[config.mk]
export PLATFORM = sky130hd
export DESIGN_NAME = instr_fetch_queue
export DESIGN_NICKNAME = d
export VERILOG_FILES = /design/src/rtl/cpu_pkg.sv /design/src/rtl/instr_fifo.sv /design/src/rtl/instr_fetch_queue.sv
export SDC_FILE = /design/constraint.sdc
export NUM_CORES = 1
export LEC_CHECK = 0
export CAP_MARGIN = 25
export CORE_MARGIN = 2
export CORE_UTILIZATION = 32
export CTS_CLUSTER_DIAMETER = 50
export DETAILED_ROUTE_END_ITERATION = 6
export PLACE_DENSITY = 0.55
export SYNTH_ARGS = -nofsm -noshare
export SYNTH_HDL_FRONTEND = slang
export SYNTH_HIERARCHICAL = 1
export SYNTH_SLANG_ARGS = --single-unit
[constraint.sdc]
create_clock -name clk -period 9.2 [get_ports clk]
set_input_delay 2.3 -clock clk [delete_from_list [all_inputs] [get_ports clk]]
set_output_delay 2.3 -clock clk [all_outputs]
set_load 0.02 [all_outputs]
[src/rtl/cpu_pkg.sv]
// Shared types and constants for the Tomasulo MIPS front end.
package cpu_pkg;

    localparam int INSTR_W = 32;
    localparam int ADDR_W  = 32;

    localparam logic [ADDR_W-1:0] PC_STEP = 32'd4;

    typedef struct packed {
        logic [INSTR_W-1:0] instr;
        logic [ADDR_W-1:0]  pc;
    } fetch_entry_t;

endpackage

[src/rtl/instr_fifo.sv]
// Synchronous FIFO of fetched instructions with their PCs.
// Pointers wrap naturally; count carries one extra bit to tell full from empty.
module instr_fifo
    import cpu_pkg::*;
#(
    parameter int DEPTH = 4
) (
    input  logic                   clk,
    input  logic                   rst,
    input  logic                   push_i,
    input  fetch_entry_t           wdata_i,
    input  logic                   pop_i,
    input  logic                   flush_i,
    output fetch_entry_t           rdata_o,
    output logic                   full_o,
    output logic                   empty_o,
    output logic [$clog2(DEPTH):0] count_o
);

    localparam int PW = $clog2(DEPTH);

    fetch_entry_t mem_q [DEPTH];

    logic [PW-1:0] head_q, head_d;
    logic [PW-1:0] tail_q, tail_d;
    logic [PW:0]   count_q, count_d;

    always_comb begin
        head_d  = head_q;
        tail_d  = tail_q;
        count_d = count_q;
        if (flush_i) begin
            head_d  = '0;
            tail_d  = '0;
            count_d = '0;
        end else begin
            if (push_i) tail_d = tail_q + 1'b1;
            if (pop_i)  head_d = head_q + 1'b1;
            case ({push_i, pop_i})
                2'b10:   count_d = count_q + 1'b1;
                2'b01:   count_d = count_q - 1'b1;
                default: count_d = count_q;
            endcase
        end
    end

    always_ff @(posedge clk) begin
        if (rst) begin
            head_q  <= '0;
            tail_q  <= '0;
            count_q <= '0;
        end else begin
            head_q  <= head_d;
            tail_q  <= tail_d;
            count_q <= count_d;
        end
    end

    // Storage needs no reset: the pointers alone decide what is valid.
    always_ff @(posedge clk) begin
        if (push_i && !flush_i) mem_q[tail_q] <= wdata_i;
    end

    assign rdata_o = mem_q[head_q];
    assign full_o  = (count_q == (PW+1)'(DEPTH));
    assign empty_o = (count_q == '0);
    assign count_o = count_q;

endmodule

[src/rtl/instr_fetch_queue.sv]
// Instruction fetch front end: PC, ROM read port, fetch queue, redirect.
// Define IFQ_BYPASS_EN to forward a fetched word straight to issue when the queue is empty.
module instr_fetch_queue
    import cpu_pkg::*;
#(
    parameter int              QUEUE_DEPTH = 4,
    parameter logic [ADDR_W-1:0] RESET_PC  = 32'h0,
    parameter int              ROM_BYTES   = 100
) (
    input  logic               clk,
    input  logic               rst,
    output logic               rom_nrd,
    output logic [ADDR_W-1:0]  rom_addr,
    input  logic [INSTR_W-1:0] rom_data,
    output logic               issue_valid,
    output logic [INSTR_W-1:0] issue_instr,
    output logic [ADDR_W-1:0]  issue_pc,
    input  logic               issue_ready,
    input  logic               redirect_valid,
    input  logic [ADDR_W-1:0]  redirect_pc,
    output logic               fetch_done
);

    localparam int CW = $clog2(QUEUE_DEPTH) + 1;

    logic [ADDR_W-1:0] pc_q, pc_d;
    logic [ADDR_W:0]   pc_end;

    fetch_entry_t q_head, issue_entry;
    logic         q_full, q_empty, q_push, q_pop;
    logic [CW-1:0] q_count;
    logic         fetch_base, fetch, pop, byp;

    instr_fifo #(
        .DEPTH (QUEUE_DEPTH)
    ) u_fifo (
        .clk     (clk),
        .rst     (rst),
        .push_i  (q_push),
        .wdata_i ({rom_data, pc_q}),
        .pop_i   (q_pop),
        .flush_i (redirect_valid),
        .rdata_o (q_head),
        .full_o  (q_full),
        .empty_o (q_empty),
        .count_o (q_count)
    );

    // Widened so a PC near 2^32 still counts as past the end.
    assign pc_end     = {1'b0, pc_q} + (ADDR_W+1)'(3);
    assign fetch_done = (pc_end >= (ADDR_W+1)'(ROM_BYTES));

    always_comb begin
        fetch_base  = !rst && !redirect_valid && !fetch_done;
        issue_valid = (q_count != '0) && !redirect_valid;
        issue_entry = q_empty ? '0 : q_head;
        byp         = 1'b0;
`ifdef IFQ_BYPASS_EN
        if (q_empty && fetch_base) begin
            byp         = 1'b1;
            issue_valid = 1'b1;
            issue_entry = {rom_data, pc_q};
        end
`endif
        pop    = issue_valid && issue_ready;
        fetch  = fetch_base && (!q_full || pop);
        q_push = fetch && !(byp && issue_ready);
        q_pop  = pop && !q_empty;
        pc_d   = pc_q;
        if (redirect_valid) pc_d = {redirect_pc[ADDR_W-1:2], 2'b00};
        else if (fetch)     pc_d = pc_q + PC_STEP;
    end

    always_ff @(posedge clk) begin
        if (rst) pc_q <= RESET_PC;
        else     pc_q <= pc_d;
    end

    assign rom_nrd     = !fetch;
    assign rom_addr    = pc_q;
    assign issue_instr = issue_entry.instr;
    assign issue_pc    = issue_entry.pc;

endmodule
After elaboration in Yosys (flattened, before gate mapping). Memory sizes are Yosys's and may differ from the RTL's. A register that Yosys moved wholly into a read port is not among the register bits. Cells that the tools add are included. Widths: inputs -> output; s select.

$add $sub $neg: 6. $lt $le $gt $ge: 1. Eq/ne operators: 3. Multiplexer cells: 8. Reduce and logical (&&, ||, !) cells: 19.

Operator list (number): $mux 32 (2); $mux 64 (1); $add 32x2->33 const B (1); $ge 33x7->1 const B (1); $add 32x3->32 const B (1); $logic_and 1x1->1 (7); $logic_not 1->1 (6); $pmux 3 s2 (1); $add 2x1->2 const B (2); $mux 2 (2); $reduce_bool 2->1 (2); $add 3x1->3 const B (1); $eq 3x3->1 const B (1); $logic_not 3->1 (1); $reduce_bool 3->1 (1); $sub 3x1->3 const B (1); $eq 2x1->1 const B (1); $eq 2x2->1 const B (1); $mux 1 (2); $reduce_or 2->1 (1); $logic_or 1x1->1 (1).

Bits in registers: 39. RAM bits: 256. Bits of input ports: 68. Output and inout port bits: 99. Logic and storage cells: 43. Memories kept: 1.

Memories: u_fifo.mem_q (depth 4, width 64, read ports 1, clocked after memory_dff 1, wr ports 1, line instr_fifo.sv:22) `fetch_entry_t mem_q [DEPTH];`.

Depth between registers and ports, before layout. Gate-level depths: netlist of run 1.

Depth in word-level cells: 8. Gate-level depth with buffers: 13. Depth with buffers taken out: 13.

Hierarchy. The synthesis of run 1 kept the hierarchy.

Modules (own cells, without submodules): instr_fifo (instances 1, cells each 383, area each 9754.4 um2, sequential area each 7867.5 um2); instr_fetch_queue (instances 1, cells each 194, area each 1661.6 um2, sequential area each 600.6 um2).

Worst setup path before layout of run 1. OpenSTA, ideal clock, no wires.

Path kind: input port to flip-flop. Start point: input redirect_valid. End point: memory u_fifo/mem_q[0][0] (netlist bit), enable pin. Arrival: 4864 ps. Required time: 8771 ps. Setup slack: 3907 ps. Stages: 8. Path buffers: 1. Cell sequence: buf_6 > nor2_1 > and2_1 > nand2_1 > inv_1 > inv_1 > nor2_1 > and2_1.

Word-level cells in the longest chain between the ends: 8.

Ends and longest elaborated chain: from (decl) (line instr_fetch_queue.sv:19) `input logic redirect_valid,`; $logic_not 1->1 * (line instr_fetch_queue.sv:54, instr_fetch_queue.sv:55); $logic_and 1x1->1 (line instr_fetch_queue.sv:55) `issue_valid = (q_count != '0) && !redirect_valid;`; $logic_and 1x1->1 (line instr_fetch_queue.sv:65) `pop = issue_valid && issue_ready;`; $logic_or 1x1->1 (line instr_fetch_queue.sv:66) `fetch = fetch_base && (!q_full || pop);`; $logic_and 1x1->1 * (line instr_fetch_queue.sv:66); via fetch (line instr_fetch_queue.sv:32) `logic fetch_base, fetch, pop, byp;`; $logic_and 1x1->1 * (line instr_fifo.sv:61) `if (push_i && !flush_i) mem_q[tail_q] <= wdata_i;`; $mux 1 * (line instr_fifo.sv:61); $mux 1 (implied by the code) * (line instr_fifo.sv:61); to (decl) (line instr_fifo.sv:22).

Mark *: on every way through the listed nets, which the timed path passes. The rest lies on a longest branch.

Final worst setup path of run 1.
Start point: input rst. End point: output rom_nrd.

Word-level cells in the longest chain between the ends: 5.

Ends and longest elaborated chain: from (decl) (line instr_fetch_queue.sv:11) `input logic rst,`; $logic_not 1->1 (line instr_fetch_queue.sv:54) `fetch_base = !rst && !redirect_valid && !fetch_done;`; $logic_and 1x1->1 (2 in a row) (line instr_fetch_queue.sv:54); $logic_and 1x1->1 (line instr_fetch_queue.sv:66); $logic_not 1->1 (line instr_fetch_queue.sv:79) `assign rom_nrd = !fetch;`; to (decl) (line instr_fetch_queue.sv:12) `output logic rom_nrd,`.

No other way between the ends.

==> metrics.txt, run 1 <==
status=complete, no violations; number of enable flip-flop cells after synthesis=256; clk sinks=295; GRT Util Overall=0.134; total die area=37,200 sq um; share of post-route cells with drive strength above 1=0.183; area of the multi-input gates=2710 sq um; global-route wire length before repair=36,600 um; crit path launch type=primary input; setup TNS=0 ns; setup ws final=2.23 ns; endpoints failing setup=0; Pwr Total=3.05 mW; VDD IR max=119 uV; Avg Inst Size Synth=19.8 sq um; Slew Limit Fails=0; core footprint=35,300 sq um; total number of vias=5,797; Starting Density=0.323; Antenna Nets Post-Route=0; Area growth syn-to-layout=30.0%; fill count=3,188; Final Util=0.420; Min Clock Period, post-route=6.97 ns; placed cell count=1,190; Via density=4.59; worst-skew pair later-pin latency=0.52 ns; commonest non-fill, non-tap cell in the layout=edfxtp_1; largest net degree at the start of global routing=49; Placement Setup Slack=2.17 ns; Synth Flop Type=edfxtp_1; vias in the first global route=5,918; pwr dens=205 nW/um^2; routed length per instance=19.5 um; post-synth top area share=0.673; hold buffers post-CTS=0; Pleak=4.71 nW; post-synthesis instance area=11,400 sq um; H-tree levels=2; post-CTS setup buffer count=0; non-filler cells in the finished layout=1,264; CTS tree=built; Congestion Overflow GR=0; Yosys warning total=6; Antenna Diode Count=0; worst-path fanout max=16; PortBufs=162; Tcrit/Tclk final=0.757; WP data arrival=4.67 ns; final routed DRC violation total=0; FF/Latch Area=8480 sq um; Clock Skews=0.0132 ns; WS Path Type=primary input to primary output; CTS Buffer Depth=3; worst hold path class=flop to flop; MaxCap Viol Count=0; post-synthesis register bit count=295; Reg clk slew, reported paths=0.05 ns; Hold Violations, Final=0; Post-Synthesis Cells=577; # IOs=167; register area share after synthesis=0.742; cell accounting for the most synthesized area=edfxtp_1; FFs w/ async S/R, synth=0; RSZ-0062 raised after global routing=false; crit path capture type=primary output; clock root cell=clkbuf_16; Net count, final=847; Iter 0 DRT Violations=311; post-DP HPWL=14,300 um; die width=193 um; initial antenna violation count=0; Post-CTS Resized=0; ranking of synthesized cells by area=edfxtp_1 (67%), mux4_2 (12%), dfxtp_1 (6.8%); Slew @ Worst Pin=0.932 ns; WL final=24,700 um; gpl congestion=0.724; f_max=144 MHz; Chip Height=193 um; floorplan row count=69; Netlist cell types=48; Slew HR=0.376; most frequent cells in the layout=edfxtp_1 (256), clkdlybuf4s50_1 (162), nor2b_1 (67), mux4_2 (60), clkbuf_16 (43); Req. time, crit path=6.90 ns; Pre-antenna DRT Iters=4; cts bufs inserted=41
-- metrics by stage --
stage	instance area, sq um	hold WS [ns]
2_1_floorplan	11400	0.479
3_3_place_gp	13500	0.511
5_1_grt	14800	0.558
3_5_place_dp	13500	0.508
4_1_cts	14800	0.533
6_report	14800	0.529
-- state kept, by name, indices dropped and copies added (netlist names), named ones only --
| name | count |
|---|---|
| u_fifo/head_q | 2 |
| u_fifo/count_o | 3 |
| u_fifo/mem_q | 256 |
| rom_addr | 30 |
| u_fifo/tail_q | 2 |
-- final timing paths --
| check | from | slack (ns) | to | cells past startpoint |
|---|---|---|---|---|
| worst max-delay path | rst | 2.23 | rom_nrd | 7 |
| worst min-delay path | u_fifo/head_q[1]$_SDFFE_PP0P_ | 0.53 | u_fifo/head_q[1]$_SDFFE_PP0P_ | 2 |
| worst min register to register | u_fifo/head_q[1]$_SDFFE_PP0P_ | 0.53 | u_fifo/head_q[1]$_SDFFE_PP0P_ | 2 |
| worst max register to register | rom_addr[29]$_SDFFE_PP0P_ | 5.55 | u_fifo/mem_q[2][37]$_DFFE_PP_ | 9 |
-- layout make-up --
class | count | area share
Sequential cell | 295 | 0.571
Tap cell | 461 | 0.0389
Multi-Input combinational cell | 251 | 0.182
Inverter | 9 | 0.00245
Clock buffer | 52 | 0.0761
Timing Repair Buffer | 174 | 0.117
Clock inverter | 22 | 0.0122
-- synthesized netlist by cell type, drive strengths merged (2+ instances only) --
library cell	number
xnor2	2
and2	5
a31oi	3
nand2	6
mux2i	6
mux4	64
nor3	3
a21oi	4
o21ai	4
nor2b	68
nor4	5
a22o	20
or3	3
xor2	3
dfxtp	39
nor2	19
inv	9
ha	6
edfxtp	256
and3	3
buf	17
nand3	2
clkbuf	13
-- critical path, cell delays in order --
cell,delay (ns)
clkdlybuf4s50_1,0.40
buf_4,0.20
nor2_2,0.56
buf_4,0.31
and2_1,0.18
nand2_1,0.12
clkdlybuf4s50_1,0.57
-- metal layers --
metal	up-vias	part of all wire	routed length, um	GRT usage
met5	-	0	0	0
met4	0	0.021	506	0.0435
met3	34	0.059	1460	0.0360
met2	140	0.46	11400	0.206
met1	2937	0.46	11300	0.186
li1	2686	-	-	-
-- where the power goes --
part           switching (mW)  internal, mW
Combinational          0.0385        0.0484
Clock                   0.556         0.926
Sequential             0.0170          1.46
-- cell families (layout without fill, tap and decap cells) --
logic type      Yosys count  after routing  share of synthesized area
simple gates            123            123                     0.0629
flops                   295            295                      0.742
compound gates           36             36                     0.0242
mux                      70             70                      0.133
fa+ha+maj                 7              7                    0.00833
buf+inv                  40            257                     0.0258
xor+xnor                  5              5                    0.00384
other cells               1             10                   0.000328
Power figures use the tool's default switching activity.
==> run 2, diff against run 1 <==
==> constraint.sdc (replaced) <==
create_clock -name clk -period 7.2 [get_ports clk]
set_input_delay 1.8 -clock clk [delete_from_list [all_inputs] [get_ports clk]]
set_output_delay 1.8 -clock clk [all_outputs]
set_load 0.02 [all_outputs]
==> run 2 against run 1 <==
Effect of this change: die area unchanged; worst setup slack worse by 0.57 ns; flip-flop and latch count unchanged; count of clock-buffer cells in the layout down 4; largest cell class unchanged; largest power group unchanged; non-clock buffer count unchanged; combinational power up 28%.
==> metrics.txt, run 2 (synthesis gave the netlist of run 1 again) <==
status=complete, no violations; Critical-path top delay cell=clkdlybuf4s50_1; CTS Buffer Depth=3 (unchanged); vias in the first global route=6,313 (+6.7%); Iter 0 DRT Violations=353 (+14%); placed inst area=13,500 sq um (+0.15%); commonest non-fill, non-tap cell in the layout=edfxtp_1; hold buffers post-CTS=0 (unchanged); worst-path fanout max=22 (+6); H-tree levels=2 (unchanged); post-CTS setup buffer count=0 (unchanged); crit-path cells=clkdlybuf4s50_1 > buf_4 > nor2_2 > buf_4 > and2_1 > nand2_1 > clkdlybuf4s50_1; fin area=14,800 sq um (about the same); global-route wire length before repair=36,900 um (+0.94%); MaxCap Viol Count=0 (unchanged); initial antenna violation count=0 (unchanged); Net count, final=845 (-0.24%); # IOs=167 (unchanged); Reg clk slew, reported paths=0.05 ns (about the same); PortBufs=162 (unchanged); fill count=3,167 (-0.66%); total die area=37,200 sq um (unchanged); floorplan row count=69 (unchanged); Tcrit/Tclk final=0.769; crit path capture type=primary output; gpl congestion=0.707 (-2.3%); area of the multi-input gates=2710 sq um (unchanged); Min Clock Period, post-route=5.54 ns; setup ws final=1.66 ns (-0.574 ns); Top Family by Delay on Critical Path=buffers and inverters; RSZ-0062 raised after global routing=false; Antenna Nets Post-Route=0 (unchanged); Slew HR=0.327 (-0.0490); Slew @ Worst Pin=1.01 ns (+0.0778 ns); Starting Density=0.323 (unchanged); VDD IR max=143 uV (+20%); clock root cell=clkbuf_16; Slew Limit Fails=0 (unchanged); die width=193 um (unchanged); Req. time, crit path=5.40 ns (-1.50 ns); Placement Setup Slack=1.65 ns (-0.524 ns); share of post-route cells with drive strength above 1=0.185 (+0.00194); FF/Latch Area=8480 sq um (unchanged); Congestion Overflow GR=0 (unchanged); Max stage delay on crit path=0.64 ns (+0.07 ns); endpoints failing setup=0 (unchanged); Pleak=4.70 nW (-0.32%); f_max=181 MHz; max reg flops=256 (unchanged); Chip Height=193 um (unchanged); Pre-antenna DRT Iters=4 (unchanged); WS Path Type=primary input to primary output; Clock Skews=0.0314 ns (+0.0181 ns); Antenna Diode Count=0 (unchanged); Biggest register=u_fifo/mem_q; Via density=4.65 (+1.3%); WL final=24,400 um (-1.1%); core footprint=35,300 sq um (unchanged); final routed DRC violation total=0 (unchanged); worst hold path class=flop to flop; clk sinks=295 (unchanged); routed length per instance=19.4 um (-0.84%); Hold Violations, Final=0 (unchanged); Post-CTS Resized=0 (unchanged); pwr dens=260 nW/um^2 (+27%); GRT Util Overall=0.134 (-0.000534); WP data arrival=3.74 ns (-0.93 ns); Worst Path Buf+Inv=4 (unchanged); largest net degree at the start of global routing=65 (+33%); most frequent cells in the layout=edfxtp_1 (256), clkdlybuf4s50_1 (162), nor2b_1 (67), mux4_2 (60), clkbuf_16 (40); worst-skew pair later-pin latency=0.53 ns (about the same); crit path launch type=primary input; setup TNS=0 ns (unchanged); CTS tree=built; cts bufs inserted=39 (-4.9%); Area growth syn-to-layout=29.9% (about the same); total number of vias=5,859 (+1.1%); post-DP HPWL=13,900 um (-2.4%)
[run 2: cell type report]
class,count,share of cell area
Inverter,9,0.00245
Sequential cell,295,0.572
Timing Repair Buffer,174,0.118
Tap cell,461,0.0389
Multi-Input combinational cell,251,0.183
Clock buffer,48,0.0715
Clock inverter,23,0.0148
[run 2: path summary, 6_finish.rpt]
path | startpoint | end | slack, ns | cells after the start
worst max-delay path | rst | rom_nrd | 1.66 | 7
worst min-delay path | u_fifo/head_q[1]$_SDFFE_PP0P_ | u_fifo/head_q[1]$_SDFFE_PP0P_ | 0.52 | 2
worst max register to register | rom_addr[29]$_SDFFE_PP0P_ | u_fifo/mem_q[1][44]$_DFFE_PP_ | 3.59 | 9
worst min register to register | u_fifo/head_q[1]$_SDFFE_PP0P_ | u_fifo/head_q[1]$_SDFFE_PP0P_ | 0.52 | 2
[run 2: worst reg2reg max path, stage by stage, from the launching register on]
cell     delay [ns]
dfxtp_1        0.38
nor4_1         0.55
and4_1         0.32
and3_4         0.24
nand2_1        0.13
inv_1          0.14
inv_1          0.07
nor2_1         0.24
and2_4         0.75
buf_4          0.45
[run 2: per-layer routing]
| metal | GRT usage | up-vias | routed length [um] |
|---|---|---|---|
| li1 | - | 2680 | - |
| met1 | 0.173 | 2988 | 10700 |
| met3 | 0.0338 | 39 | 1420 |
| met2 | 0.220 | 152 | 11800 |
| met4 | 0.0458 | 0 | 498 |
| met5 | 0 | - | 0 |
[run 2: report_power, final]
part / internal [mW] / total, mW / switching (mW)
Sequential: 1.87 / 1.89 / 0.0212
Combinational: 0.0618 / 0.111 / 0.0495
Clock: 1.14 / 1.86 / 0.725
[run 2: per-stage QoR]
| step | power [mW] | hold slack (ns) | utilization | std cells |
|---|---|---|---|---|
| 2_1_floorplan | 1.96 | 0.479 | - | 586 |
| 3_3_place_gp | 2.04 | 0.511 | 0.382 | 1188 |
| 3_5_place_dp | 2.04 | 0.509 | 0.384 | 1190 |
| 4_1_cts | 3.92 | 0.526 | 0.420 | 1261 |
| 5_1_grt | 4.00 | 0.570 | 0.420 | 1261 |
| 6_report | 3.86 | 0.516 | 0.420 | 1261 |
==> run 3, diff against run 2 <==
==> constraint.sdc (replaced) <==
create_clock -name clk -period 5.55 [get_ports clk]
set_input_delay 1.3875 -clock clk [delete_from_list [all_inputs] [get_ports clk]]
set_output_delay 1.3875 -clock clk [all_outputs]
set_load 0.02 [all_outputs]
==> run 3 against run 2 <==
Effect of this change: via count rose by 0.36%; register-to-register slack worse by 1.3 ns; global-route usage shrank 0.13 points; highest routed layer unchanged; flip-flop and latch count did not move; sequential share of layout area is 0.45 points higher; non-clock buffer count unchanged; critical path type unchanged; worst setup slack got worse by 0.58 ns.
==> metrics.txt, run 3 (synthesis gave the netlist of run 1 again) <==
post-DP HPWL=14,000 um (+0.67%); Slew Limit Fails=0 (unchanged); Min Clock Period, post-route=4.47 ns; largest net degree at the start of global routing=57 (-12%); Endpoint, Worst Hold=u_fifo/head_q[1]$_SDFFE_PP0P_; Biggest register=u_fifo/mem_q; Antenna Nets Post-Route=0 (unchanged); MaxCap Viol Count=0 (unchanged); worst r2r src=rom_addr[29]$_SDFFE_PP0P_; FF/Latch Area=8480 sq um (unchanged); vias in the first global route=6,050 (-4.2%); max reg flops=256 (unchanged); H-tree levels=2 (unchanged); Max stage delay on crit path=0.56 ns (-0.08 ns); Slew HR=0.340 (+0.0132); Reg clk slew, reported paths=0.05 ns (about the same); placed cell count=1,190 (unchanged); reg-to-reg endpoint=u_fifo/mem_q[1][6]$_DFFE_PP_; routed length per instance=19.5 um (+0.68%); Congestion Overflow GR=0 (unchanged); CTS tree=built; worst-path fanout max=4 (-82%); PortBufs=162 (unchanged); cell mode on critical path=clkdlybuf4s50_1; final routed DRC violation total=0 (unchanged); worst-skew pair later-pin latency=0.51 ns (-0.02 ns); clk sinks=295 (unchanged); total die area=37,200 sq um (unchanged); floorplan row count=69 (unchanged); R2R cell count=9 (unchanged); total number of vias=5,880 (+0.36%); post-CTS setup buffer count=0 (unchanged); Clock Skews=0.0150 ns (-0.0164 ns); worst hold path class=flop to flop; Tcrit/Tclk final=0.806; Post-CTS Resized=0 (unchanged); WS Path Type=primary input to primary output; min-delay src=u_fifo/head_q[1]$_SDFFE_PP0P_; Hold Violations, Final=0 (unchanged); share of post-route cells with drive strength above 1=0.174 (-0.0112); most frequent cells in the layout=edfxtp_1 (256), clkdlybuf4s50_1 (162), nor2b_1 (67), mux4_2 (60), clkbuf_16 (38); f_max=224 MHz; # IOs=167 (unchanged); Critical-path top delay cell=clkdlybuf4s50_1; crit path capture type=primary output; GRT Util Overall=0.133 (-0.00135); gpl congestion=0.703 (-0.44%); Chip Height=193 um (unchanged); hold buffers post-CTS=0 (unchanged); VDD IR max=145 uV (+1.5%); hold depth=2 (unchanged); WL final=24,500 um (+0.20%); Area growth syn-to-layout=28.9%; commonest non-fill, non-tap cell in the layout=edfxtp_1; core footprint=35,300 sq um (unchanged); CTS Buffer Depth=3 (unchanged); Starting Density=0.323 (unchanged); Antenna Diode Count=0 (unchanged); non-filler cells in the finished layout=1,255 (-0.48%); Via density=4.69 (+0.84%); crit-path cells=clkdlybuf4s50_1 > nand2b_1 > o21ai_0 > and2_1 > nand2_1 > clkdlybuf4s50_1; WP data arrival=3.09 ns (-0.65 ns); Pre-antenna DRT Iters=6 (+2); setup TNS=0 ns (unchanged); status=complete, no violations; Slew @ Worst Pin=0.986 ns (-0.0242 ns); die width=193 um (unchanged); r2r setup slk=2.29 ns (-1.30 ns); endpoints failing setup=0 (unchanged); global-route wire length before repair=36,500 um (-1.1%); Iter 0 DRT Violations=265 (-25%); cts bufs inserted=36 (-7.7%); Req. time, crit path=4.16 ns (-1.24 ns); fill count=3,178 (+0.35%); Net count, final=842 (-0.36%); Pleak=4.62 nW (-1.6%); initial antenna violation count=0 (unchanged); clock root cell=clkbuf_16; area of the multi-input gates=2710 sq um (unchanged); pwr dens=323 nW/um^2 (+24%); crit path launch type=primary input; RSZ-0062 raised after global routing=false
[run 3: cell count changes in the layout (fill, tap and decap cells not counted), moves of 2 or more]
| cell | before | now |
|---|---|---|
| buf_4 | 10 | 6 |
| clkbuf_16 | 40 | 38 |
| clkinv_1 | 3 | 5 |
| clkbuf_1 | 5 | 7 |
| inv_6 | 4 | 0 |
| bufinv_16 | 2 | 0 |
| buf_12 | 0 | 5 |
[run 3: layout make-up]
cell class	count	share of cell area
sequential	295	0.576
multi-input combinational	251	0.184
timing repair buffer	174	0.122
clock buffer	47	0.0683
tap	461	0.0392
clock inverter	18	0.00808
inverter	9	0.00247
[run 3: worst max path at each step]
| stage | end | cells after the start | slack [ns] | start |
|---|---|---|---|---|
| 6_report | rom_nrd | 6 | 1.08 | redirect_valid |
| 5_1_grt | rom_nrd | 6 | 0.92 | redirect_valid |
| 4_1_cts | rom_nrd | 6 | 1.07 | redirect_valid |
| 3_5_place_dp | rom_nrd | 6 | 1.08 | redirect_valid |
| 3_3_place_gp | rom_nrd | 6 | 1.07 | redirect_valid |
| 2_1_floorplan | u_fifo/mem_q[0][0]$_DFFE_PP_ | 8 | 1.17 | redirect_valid |
[run 3: per-layer routing]
layer,routed length [um],up-vias,GRT usage,part of all wire
li1,-,2690,-,-
met1,11100,3001,0.182,0.46
met2,11400,147,0.209,0.47
met3,1350,42,0.0316,0.055
met4,539,0,0.0399,0.022
met5,0,-,0,0
[run 3: through the flow]
stage / setup WS [ns] / total power [mW] / hold slack [ns] / util / area (sq um)
6_report: 1.08 / 4.76 / 0.528 / 0.417 / 14700
5_1_grt: 0.915 / 4.93 / 0.563 / 0.417 / 14700
4_1_cts: 1.07 / 4.83 / 0.535 / 0.417 / 14700
3_5_place_dp: 1.08 / 2.64 / 0.510 / 0.385 / 13600
3_3_place_gp: 1.07 / 2.64 / 0.502 / 0.384 / 13600
2_1_floorplan: 1.17 / 2.54 / 0.479 / - / 11400
[run 3: worst max-delay path: cells and delay by family]
kind / cells / cell delay, ns
simple gates: 3 / 0.49
buf+inv: 2 / 1.00
compound gates: 1 / 0.20
[run 3: power by group]
part / internal (mW) / switching, mW
registers: 2.42 / 0.0282
clock network: 1.29 / 0.879
logic: 0.0803 / 0.0641
